## config.mk

```make
export PLATFORM = sky130hd
export DESIGN_NAME = dmux_lane_scheduler
export DESIGN_NICKNAME = d
export VERILOG_FILES = /design/src/rtl/dmux_lane_scheduler_pkg.sv /design/src/rtl/dmux_lane_scheduler_lane_next_finder.sv /design/src/rtl/dmux_lane_scheduler.sv
export SDC_FILE = /design/constraint.sdc
export NUM_CORES = 1
export LEC_CHECK = 0
export ABC_AREA = 1
export CORE_ASPECT_RATIO = 1.5
export CORE_MARGIN = 10
export CORE_UTILIZATION = 50
export DETAILED_ROUTE_END_ITERATION = 16
export GPL_TIMING_DRIVEN = 0
export PLACE_DENSITY = 0.79
export REMOVE_ABC_BUFFERS = 1
export SETUP_SLACK_MARGIN = 0.02
export SLEW_MARGIN = 20
export SYNTH_ARGS = -nofsm -noshare
export SYNTH_HDL_FRONTEND = slang
export SYNTH_SLANG_ARGS = --single-unit
```

## constraint.sdc

```tcl
create_clock -name i_clk -period 2.2 [get_ports i_clk]
set_clock_uncertainty 0.1 [all_clocks]
set_input_delay 0.33 -clock i_clk [delete_from_list [all_inputs] [get_ports i_clk]]
set_output_delay 0.33 -clock i_clk [all_outputs]
set_load 0.005 [all_outputs]
```

## src/rtl/dmux_lane_scheduler_pkg.sv

```systemverilog
// Shared types and defaults for the demux lane scheduler.
// The state encodings are fixed so that waveforms and any external monitors agree.
package dmux_lane_scheduler_pkg;

    localparam int DEF_NUM_LANES = 8;
    localparam int DEF_SEL_W     = 3;

    typedef enum logic [1:0] {
        ST_IDLE = 2'd0,
        ST_RUN  = 2'd1,
        ST_DONE = 2'd2
    } state_t;

endpackage

```

## src/rtl/dmux_lane_scheduler_lane_next_finder.sv

```systemverilog
// Combinational lane search over a lane mask: lowest set lane, next set lane
// strictly above the current select, and a flag when no set lane lies above it.
module dmux_lane_scheduler_lane_next_finder
    import dmux_lane_scheduler_pkg::*;
#(
    parameter int NUM_LANES = DEF_NUM_LANES,
    parameter int SEL_W     = DEF_SEL_W
) (
    input  logic [NUM_LANES-1:0] i_mask,
    input  logic [SEL_W-1:0]     i_sel,
    output logic [SEL_W-1:0]     o_next,
    output logic [SEL_W-1:0]     o_lowest,
    output logic                 o_none_above
);

    // Scan downward so the last hit is the lowest qualifying lane.
    always_comb begin
        o_next       = '0;
        o_lowest     = '0;
        o_none_above = 1'b1;
        for (int i = NUM_LANES - 1; i >= 0; i--) begin
            if (i_mask[i] && (SEL_W'(i) > i_sel)) begin
                o_next       = SEL_W'(i);
                o_none_above = 1'b0;
            end
            if (i_mask[i]) begin
                o_lowest = SEL_W'(i);
            end
        end
    end

endmodule

```

## src/rtl/dmux_lane_scheduler.sv

```systemverilog
// Frame sequencer for an N-way 1-bit demux: steps the select through the
// enabled lanes of a latched mask and captures each accepted serial bit.
module dmux_lane_scheduler
    import dmux_lane_scheduler_pkg::*;
#(
    parameter int NUM_LANES = DEF_NUM_LANES,
    parameter int SEL_W     = DEF_SEL_W
) (
    input  logic                 i_clk,
    input  logic                 i_rst,
    input  logic                 i_start,
    input  logic [NUM_LANES-1:0] i_lane_en,
    input  logic                 i_in,
    input  logic                 i_in_valid,
    output logic                 o_in_ready,
    output logic [SEL_W-1:0]     o_sel,
    output logic [NUM_LANES-1:0] o_out,
    output logic                 o_frame_valid,
    output logic                 o_busy
);

    state_t                 r_state;
    state_t                 w_state_nxt;
    logic [NUM_LANES-1:0]   r_mask;
    logic [SEL_W-1:0]       r_sel;
    logic [NUM_LANES-1:0]   r_out;

    logic [NUM_LANES-1:0]   w_mask;
    logic [SEL_W-1:0]       w_next;
    logic [SEL_W-1:0]       w_lowest;
    logic                   w_none_above;
    logic                   w_accept;
    logic                   w_fire;

    // One finder serves both paths: in IDLE it looks at the incoming mask to
    // pick the first lane, otherwise at the latched mask to advance.
    assign w_mask   = (r_state == ST_IDLE) ? i_lane_en : r_mask;
    assign w_accept = (r_state == ST_IDLE) && i_start;
    assign w_fire   = (r_state == ST_RUN) && i_in_valid;

    dmux_lane_scheduler_lane_next_finder #(
        .NUM_LANES (NUM_LANES),
        .SEL_W     (SEL_W)
    ) u_finder (
        .i_mask       (w_mask),
        .i_sel        (r_sel),
        .o_next       (w_next),
        .o_lowest     (w_lowest),
        .o_none_above (w_none_above)
    );

    always_ff @(posedge i_clk) begin
        if (i_rst) begin
            r_state <= ST_IDLE;
        end else begin
            r_state <= w_state_nxt;
        end
    end

    always_comb begin
        w_state_nxt = r_state;
        case (r_state)
            ST_IDLE: begin
                if (i_start) begin
                    w_state_nxt = (i_lane_en == '0) ? ST_DONE : ST_RUN;
                end
            end
            ST_RUN: begin
                if (w_fire && w_none_above) begin
                    w_state_nxt = ST_DONE;
                end
            end
            ST_DONE: w_state_nxt = ST_IDLE;
            default: w_state_nxt = ST_IDLE;
        endcase
    end

    // Select and lane registers move only on an accepted Start or a transfer;
    // on the final transfer the select parks on the highest enabled lane.
    always_ff @(posedge i_clk) begin
        if (i_rst) begin
            r_mask <= '0;
            r_sel  <= '0;
            r_out  <= '0;
        end else if (w_accept) begin
            r_mask <= i_lane_en;
            r_sel  <= w_lowest;
            r_out  <= '0;
        end else if (w_fire) begin
            r_out[r_sel] <= i_in;
            if (!w_none_above) begin
                r_sel <= w_next;
            end
        end
    end

    assign o_in_ready    = (r_state == ST_RUN);
    assign o_frame_valid = (r_state == ST_DONE);
    assign o_busy        = (r_state != ST_IDLE);
    assign o_sel         = r_sel;
    assign o_out         = r_out;

endmodule

```

After elaboration in Yosys (flattened, before gate mapping)
Index checks and enable logic that the tools add are counted.

Logic and storage cells: 73. Bits in registers: 21. Output and inout bits: 14. Input bits: 13.

Eq/ne operators: 5. Muxes and demuxes: 35. Reduce and logical (&&, ||, !) cells: 19. Order comparisons: 10.

Operators by type and width (count): 3-bit two-way mux (19); 3-bit > comparator (first input constant) (4); 1-bit logical AND (12); 1-bit two-way mux (9); 8-bit bitwise mux (1); 8-bit zero test (1); 8-bit two-way mux (1); 1-bit by 3-bit > comparator with 1-bit output (first input constant) (2); 2-bit by 3-bit > comparator with 1-bit output (first input constant) (2); 2-bit two-way mux (3); 3-bit by 4-bit less-than comparator with 1-bit output (second input constant) (1); 2-bit by 1-bit != test with 1-bit output (second input constant) (2); 2-bit case mux with 2 select lines (1); 2-bit AND reduction (2); 2-bit nonzero test (2); 1-bit demux with 3-bit select (1); 3-bit by 1-bit >= comparator with 1-bit output (second input constant) (1); 2-bit by 1-bit equality test with 1-bit output (second input constant) (1); 2-bit equality test (second input constant) (1); 2-bit zero test (1); 2-bit != test (second input constant) (1); 2-bit OR reduction (1).

Longest topological paths before layout
Gate-level depths: netlist of run 1.

Depth after elaboration: 14. Depth in mapped cells: 13. Gate-level depth less buffers: 12.

Modules after synthesis
Synthesis of run 1 repeated with hierarchy kept, for this count alone.

Cells, all modules: 212. Area, all modules: 1267.5 um^2.

By module, submodules not included: dmux_lane_scheduler (area each 1058.5 um^2, seq. area each 420.4 um^2, instances 1, cells an instance 165); dmux_lane_scheduler_lane_next_finder (area each 209.0 um^2, seq. area each 0.0 um^2, instances 1, cells an instance 47).

Worst setup path before layout of run 1
OpenSTA, ideal clock, no wires.

Path kind: reg-to-reg. From: reg r_sel[1] (netlist: o_sel[1]). To: reg r_sel[0] (netlist: o_sel[0]). Buffers on the path: 1. Data arrival time: 1.312 ns. Stages on the path, launching flop included: 10. Library setup time: 0.119 ns. Required time: 1.981 ns. Slack: 0.669 ns. Clock period less this slack: 1.531 ns. Path through: dfxtp_1 > buf_2 > nor2_1 > nand2_1 > nor2_2 > nor2_2 > nand3_2 > nand2_4 > a21oi_1 > a21oi_2.

Word-level cells in the longest chain between the ends: 13. Elaborated cells between the ends (all ways): 37. Those cells by class: order compare (8); eq/ne (1); mux (19); reduce/logical (9).

RTL lines: start: declaration (RTL line dmux_lane_scheduler.sv:25) `logic [SEL_W-1:0] r_sel;`; start signal: assignment (RTL line dmux_lane_scheduler.sv:87) `r_sel <= w_lowest;`; start signal: assignment (RTL line dmux_lane_scheduler.sv:92) `r_sel <= w_next;`; 3-bit > comparator (RTL line dmux_lane_scheduler_lane_next_finder.sv:22) `if (i_mask[i] && (SEL_W'(i) > i_sel)) begin`; 1-bit logical AND (RTL line dmux_lane_scheduler_lane_next_finder.sv:22); 3-bit two-way mux (8 in a row) (RTL line dmux_lane_scheduler_lane_next_finder.sv:22); 3-bit two-way mux (RTL line dmux_lane_scheduler.sv:91) `if (!w_none_above) begin`; 3-bit two-way mux (RTL line dmux_lane_scheduler.sv:89) `end else if (w_fire) begin`; 3-bit two-way mux (RTL line dmux_lane_scheduler.sv:85) `end else if (w_accept) begin`.

Several ways; a longest one is shown, not always the timed one. The select of a mux whose other input is x is not followed. A chain may end at the register's enable or synchronous reset.

Final worst setup path of run 1
From: reg r_state[0]. To: out o_in_ready.

Word-level cells in the longest chain between the ends: 1.

RTL lines: start: declaration (RTL line dmux_lane_scheduler.sv:22) `state_t r_state;`; start signal: assignment (RTL line dmux_lane_scheduler.sv:56) `r_state <= w_state_nxt;`; 2-bit by 1-bit equality test with 1-bit output (RTL line dmux_lane_scheduler.sv:97) `assign o_in_ready = (r_state == ST_RUN);`; end: declaration (RTL line dmux_lane_scheduler.sv:15) `output logic o_in_ready,`.

No other way between the ends.

==> run metrics, run 1 <==
number of vias in the routed layout 1,317; HPWL after detailed placement 2620 microns; Synth Area in XOR/XNOR 0%; TritonCTS sink count 20; syn_area_per_cell 6.61 sq um; clk buf depth 2; DRC 0; Initial DRT Pass Iterations 4; Synth Cell Area 0.00126 sq mm; wire length per cell 13.4 microns; gr usage total 13.8%; initial core utilization 52.1%; worst-margin pin slew 0.658 ns; Max FO, Critical Path 6; PD cells 658 mW/mm^2; FILL cells 229; later-pin clock latency in the skew report 0.31 ns; antenna cell count 0; routing usage on met2 25.8%; GR peak layer met2; largest net degree at the start of global routing 15; post-layout minimum cycle time 2.04 ns; antenna violations before repair 0; Core ar. 0.00242 sq mm; CTS root buffer clkbuf_4; top-area cell type share of the netlist area 31.7%; number of cell rows 22; Register Area 400 sq um; Critical Path AT 1.61 ns; # IOs 27; Final #Nets 229; Post-CTS Repair Setup Buffers 0; RSZ-0062 raised after global routing true; vias in the first global route 1,311; CTS buffer count 3; CP startpoint r_state[0]; Final Hold Vio Count 0; final setup margin 0.164 ns; Worst slew margin 56.1%; r2r worst-path depth 10; sequential-to-total area share from yosys stat 31.7%; GR Util met1 14.0%; internal power 0.634 mW; clock power share 21.3%; Synth cell types 26; Placed Area 0.00152 sq mm; startpoint class of the critical path register; FF-to-FF End o_sel[1]; # Max-Cap Violations 0; Post-CTS Resized 0; ANT nets after route 0; post-layout util 64.4%; Worst setup endpoint o_in_ready; Simple-Gate Fraction of Synth Area 38.5%; cell taking the most area after synthesis dfxtp_1; run status finished, final reports clean; post-synthesis mux area share 0%; Final Hold Slack 0.380 ns; register share of total power 40.8%; Port Buffers 26; Comb power frac 37.9%; hold buffer count at CTS 0; Area contributors post-synth dfxtp_1 32%, nand2_1 10%, o21ai_0 7.5%, inv_1 7.4%, nand2_2 5.9%; Worst VDD drop 0.000418 V; DP Worst Slack -0.199 ns; NetSw 0.392 mW; flop and latch count out of synthesis 20; synthesized instance count 191; worst r2r src r_state[1]; setup slack, reg-to-reg 0.19 ns; design area 0.00156 sq mm; Cell Count, Final, Fillers Out 239; met3 Resource Use GR 3.24%; Starting DRT DRC Count 56; Switching Share 38.2%; CP required 1.77 ns; Post-Synth Adder-Cell Area 0%; max-slew violations 0; H-tree depth 1; main combinational cell family by area after synthesis simple AND/OR/NAND/NOR gates; min-delay worst type register to register; placed cell count 235; wire length of the first global-routing pass 5550 microns; die span in y 81.5 microns; Via density 5.51; post-synthesis compound-gate area fraction 19.2%; CTS tree built; Routability Congestion 0.868; Power, Total 1.03 mW; fraction of layout cells with a size suffix above 1 17.2%; final setup fails 0; Ys Warns 0; Fmax 0.491 GHz; Multi-input gate area 731 sq um; Clock transition at path regs 0.12 ns; grt total ovfl 0; setup TNS 0 ns; hold depth 2; die area 0.00498 sq mm; final WL 3210 microns; Crit. End Element output pin; fin crit share 92.6%; area grow syn2layout 23.5%; Pleak 0.641 nW; critical path type register to output pin; die width 61.0 microns
-- per-layer routing --
metal / wire [microns] / part of all wire [%]
met5: 0 / 0
met3: 253 / 7.9
met4: 57 / 1.8
met2: 1650 / 52
met1: 1240 / 39
-- cell families (layout without fill, tap and decap cells) --
group | count (synthesis) | in the layout
buffers and inverters | 33 | 57
and+or+nand+nor | 94 | 94
DFF | 20 | 20
AOI/OAI and AO/OA | 44 | 44
-- how the worst min path moves through the flow --
stage                   from          to  slack, ns
floorplan              i_rst  r_state[0]       0.30
global placement    o_out[1]    o_out[1]       0.35
detailed placement  o_out[3]    o_out[3]       0.37
CTS                 o_out[3]    o_out[3]       0.38
global route        o_out[6]    o_out[6]       0.42
finish              o_out[3]    o_out[3]       0.38
-- critical path, stage by stage (launching register included) --
cell             delay [ns]
dfxtp_1                0.41
inv_1                  0.10
nor2_2                 0.23
clkdlybuf4s50_1        0.56
-- power groups by stage --
stage / Combinational, mW / Sequential [mW] / Clock, mW
floorplan: 0.268 / 0.420 / 0
global placement: 0.377 / 0.426 / 0
detailed placement: 0.383 / 0.427 / 0
CTS: 0.385 / 0.419 / 0.223
global route: 0.436 / 0.424 / 0.240
finish: 0.389 / 0.418 / 0.219
-- cell usage in the layout, fill, tap and decap left out --
cell type,count
a21oi_1,14
a21oi_2,2
a31oi_1,1
and2_1,1
clkbuf_4,3
clkbuf_8,1
clkdlybuf4s50_1,26
dfxtp_1,20
inv_1,25
inv_2,2
nand2_1,35
nand2_2,12
nand2_4,2
nand3_1,13
nand3_2,4
nand4_1,6
nor2_1,10
nor2_2,7
nor2_4,1
nor3_1,1
nor4_1,2
o21ai_0,19
o21ai_1,4
o21ai_2,3
o31ai_1,1
-- state kept, by name (all words and copies together) (netlist names) --
name / count
o_out: 8
r_mask: 7
o_sel: 3
r_state: 2
-- cells in the mapped netlist --
cell	number
a21oi_1	14
nor4_1	2
nand3_2	4
nand4_1	6
buf_2	2
nor3_1	1
nand2_2	12
o21ai_0	19
clkbuf_1	2
nor2_4	1
inv_2	2
dfxtp_1	20
nor2_1	11
inv_1	25
buf_6	1
and2_1	1
nor2_2	6
buf_1	1
a31oi_1	1
a21oi_2	2
nand3_1	13
nand2_4	2
o21ai_1	4
o21ai_2	3
nand2_1	35
o31ai_1	1
-- layout make-up --
| cell class | count | share of cell area (%) |
|---|---|---|
| flip-flops and latches | 20 | 25.7 |
| repair buffers | 26 | 16.7 |
| inverters | 27 | 6.50 |
| well taps | 24 | 1.93 |
| clock buffers | 4 | 2.33 |
| multi-input cells | 138 | 46.9 |
(Power assumes the default switching activity.)
==> run 2: changes to the inputs <==
--- a/config.mk
+++ b/config.mk
@@ -6,7 +6,7 @@
 export NUM_CORES = 1
 export LEC_CHECK = 0
 export ABC_AREA = 1
-export CORE_ASPECT_RATIO = 1.5
+export CORE_ASPECT_RATIO = 0.9
 export CORE_MARGIN = 10
 export CORE_UTILIZATION = 50
 export DETAILED_ROUTE_END_ITERATION = 16
==> run 2 against run 1 <==
  * Power is 3.9% lower
  * Cell area is 0.24% lower
  * Wire length is 1.6% higher
  * Sequential cell count stayed put
  * Global-route usage is 0.21 points lower
  * Clock-buffer cell count is 1 lower
  * Die area is 0.77% lower
  * Via count is 0.46% lower
  * Non-clock buffer count stayed put
  * Register-to-register slack hardly changed
  * Combinational power hardly changed
  * Largest cell class unchanged
==> run metrics, run 2 (synthesized netlist as in run 1, its figures left out) <==
Fmax 0.477 GHz (-2.9%); Placed Area 0.00153 sq mm (+0.33%); largest net degree at the start of global routing 15 (unchanged); Clock transition at path regs 0.11 ns (about the same); Crit. End Element output pin; fin crit share 95.3% (+2.7 points); # Max-Cap Violations 0 (unchanged); number of cell rows 17 (-23%); Pleak 0.636 nW (-0.86%); Port Buffers 26 (unchanged); min-delay worst type register to register; worst-margin pin slew 0.474 ns (-0.184 ns); Critical Path AT 1.67 ns (+0.06 ns); startpoint class of the critical path register; HPWL after detailed placement 2570 microns (-2.1%); DRC 0 (unchanged); later-pin clock latency in the skew report 0.30 ns (about the same); max reg flops 8 (unchanged); max-slew violations 0 (unchanged); Core ar. 0.00242 sq mm (+0.10%); Routability Congestion 0.876 (+0.96%); H-tree depth 1 (unchanged); commonest cells after routing, fill and taps aside 35 x nand2_1, 26 x clkdlybuf4s50_1, 25 x inv_1; CTS root buffer clkbuf_4; Power, Total 0.986 mW (-3.9%); design area 0.00156 sq mm (-0.24%); Hold EP o_out[1]; Initial DRT Pass Iterations 4 (unchanged); final WL 3260 microns (+1.6%); PD cells 634 mW/mm^2 (-3.7%); CTS buffer count 3 (unchanged); grt total ovfl 0 (unchanged); setup slack, reg-to-reg 0.19 ns (about the same); # IOs 27 (unchanged); Worst slew margin 68.3% (+12 points); CP required 1.77 ns (about the same); worst r2r src r_state[0]; die area 0.00494 sq mm (-0.77%); run status finished, final reports clean; Starting DRT DRC Count 103 (+84%); critical path type register to output pin; antenna cell count 0 (unchanged); hold depth 2 (unchanged); fraction of layout cells with a size suffix above 1 16.8% (-0.39 points); hold buffer count at CTS 0 (unchanged); wire length per cell 13.5 microns (+0.33%); clk buf depth 2 (unchanged); Final #Nets 229 (unchanged); area grow syn2layout 23.2%; final setup fails 0 (unchanged); initial core utilization 52.1% (-0.054 points); hold wc startpoint o_out[1]; FF-to-FF End o_sel[2]; r2r worst-path depth 9 (-1); die span in y 67.7 microns (-17%); Final Hold Vio Count 0 (unchanged); wire length of the first global-routing pass 5490 microns (-1.1%); commonest non-fill, non-tap cell in the layout nand2_1; antenna violations before repair 0 (unchanged); vias in the first global route 1,243 (-5.2%); number of vias in the routed layout 1,311 (-0.46%); TritonCTS sink count 20 (unchanged); Worst VDD drop 0.000556 V (+33%); ANT nets after route 0 (unchanged); gr usage total 13.5% (-0.21 points); post-layout minimum cycle time 2.10 ns (+0.0598 ns); Final Hold Slack 0.380 ns (+0.000190 ns); Max FO, Critical Path 6 (unchanged); Via density 5.42 (-1.7%); die width 73.0 microns (+20%); CTS tree built
run 2: area by class of cell:
class                   count  area (sq um)
flip-flops and latches     20           400
clock buffers               3          22.5
multi-input cells         138           736
repair buffers             26           260
well taps                  28          35.0
inverters                  27           101
fillers                   226           870
run 2: how the worst max path moves through the flow:
stage	startpoint	end	slack [ns]	cells past startpoint
2_1_floorplan	r_state[1]	o_sel[0]	0.45	10
4_1_cts	r_state[1]	r_mask[7]	0.04	6
3_5_place_dp	i_start	r_mask[7]	-0.27	6
3_3_place_gp	i_start	r_mask[2]	-0.17	6
5_1_grt	r_state[1]	o_sel[2]	-0.04	9
6_report	r_state[0]	o_in_ready	0.10	3
run 2: metrics by stage:
| step | setup WS (ns) | setup TNS (ns) | util, % | std cells |
|---|---|---|---|---|
| 2_1_floorplan | 0.446 | 0 | - | 185 |
| 3_3_place_gp | -0.173 | -2.16 | 62.9 | 239 |
| 3_5_place_dp | -0.274 | -3.64 | 62.9 | 239 |
| 4_1_cts | 0.0428 | 0 | 63.8 | 242 |
| 5_1_grt | -0.0425 | -0.142 | 64.1 | 242 |
| 6_report | 0.104 | 0 | 64.1 | 242 |
run 2: worst max-delay path, stage by stage (launching register included):
cell             delay (ns)
dfxtp_1                0.46
inv_1                  0.11
nor2_2                 0.24
clkdlybuf4s50_1        0.56
run 2: layer usage:
metal | up-vias | wire, microns | global-route usage, %
li1 | 677 | - | -
met2 | 24 | 1570 | 22.2
met5 | - | 0 | 0
met1 | 605 | 1490 | 16.3
met4 | 0 | 38 | 5.21
met3 | 5 | 154 | 4.10
run 2: power by group:
part / switching, mW / internal [mW] / leakage, nW / total [mW]
registers: 0.0340 / 0.387 / 0.163 / 0.421
clock network: 0.111 / 0.0640 / 0.0138 / 0.175
logic: 0.243 / 0.147 / 0.459 / 0.390
total: 0.388 / 0.598 / 0.636 / 0.986
run 2: timing repair:
action,in CTS,in global routing
hold endpoints to repair,0,0
resized for setup,0,2
setup endpoints to repair,0,17
buffers inserted,0,0
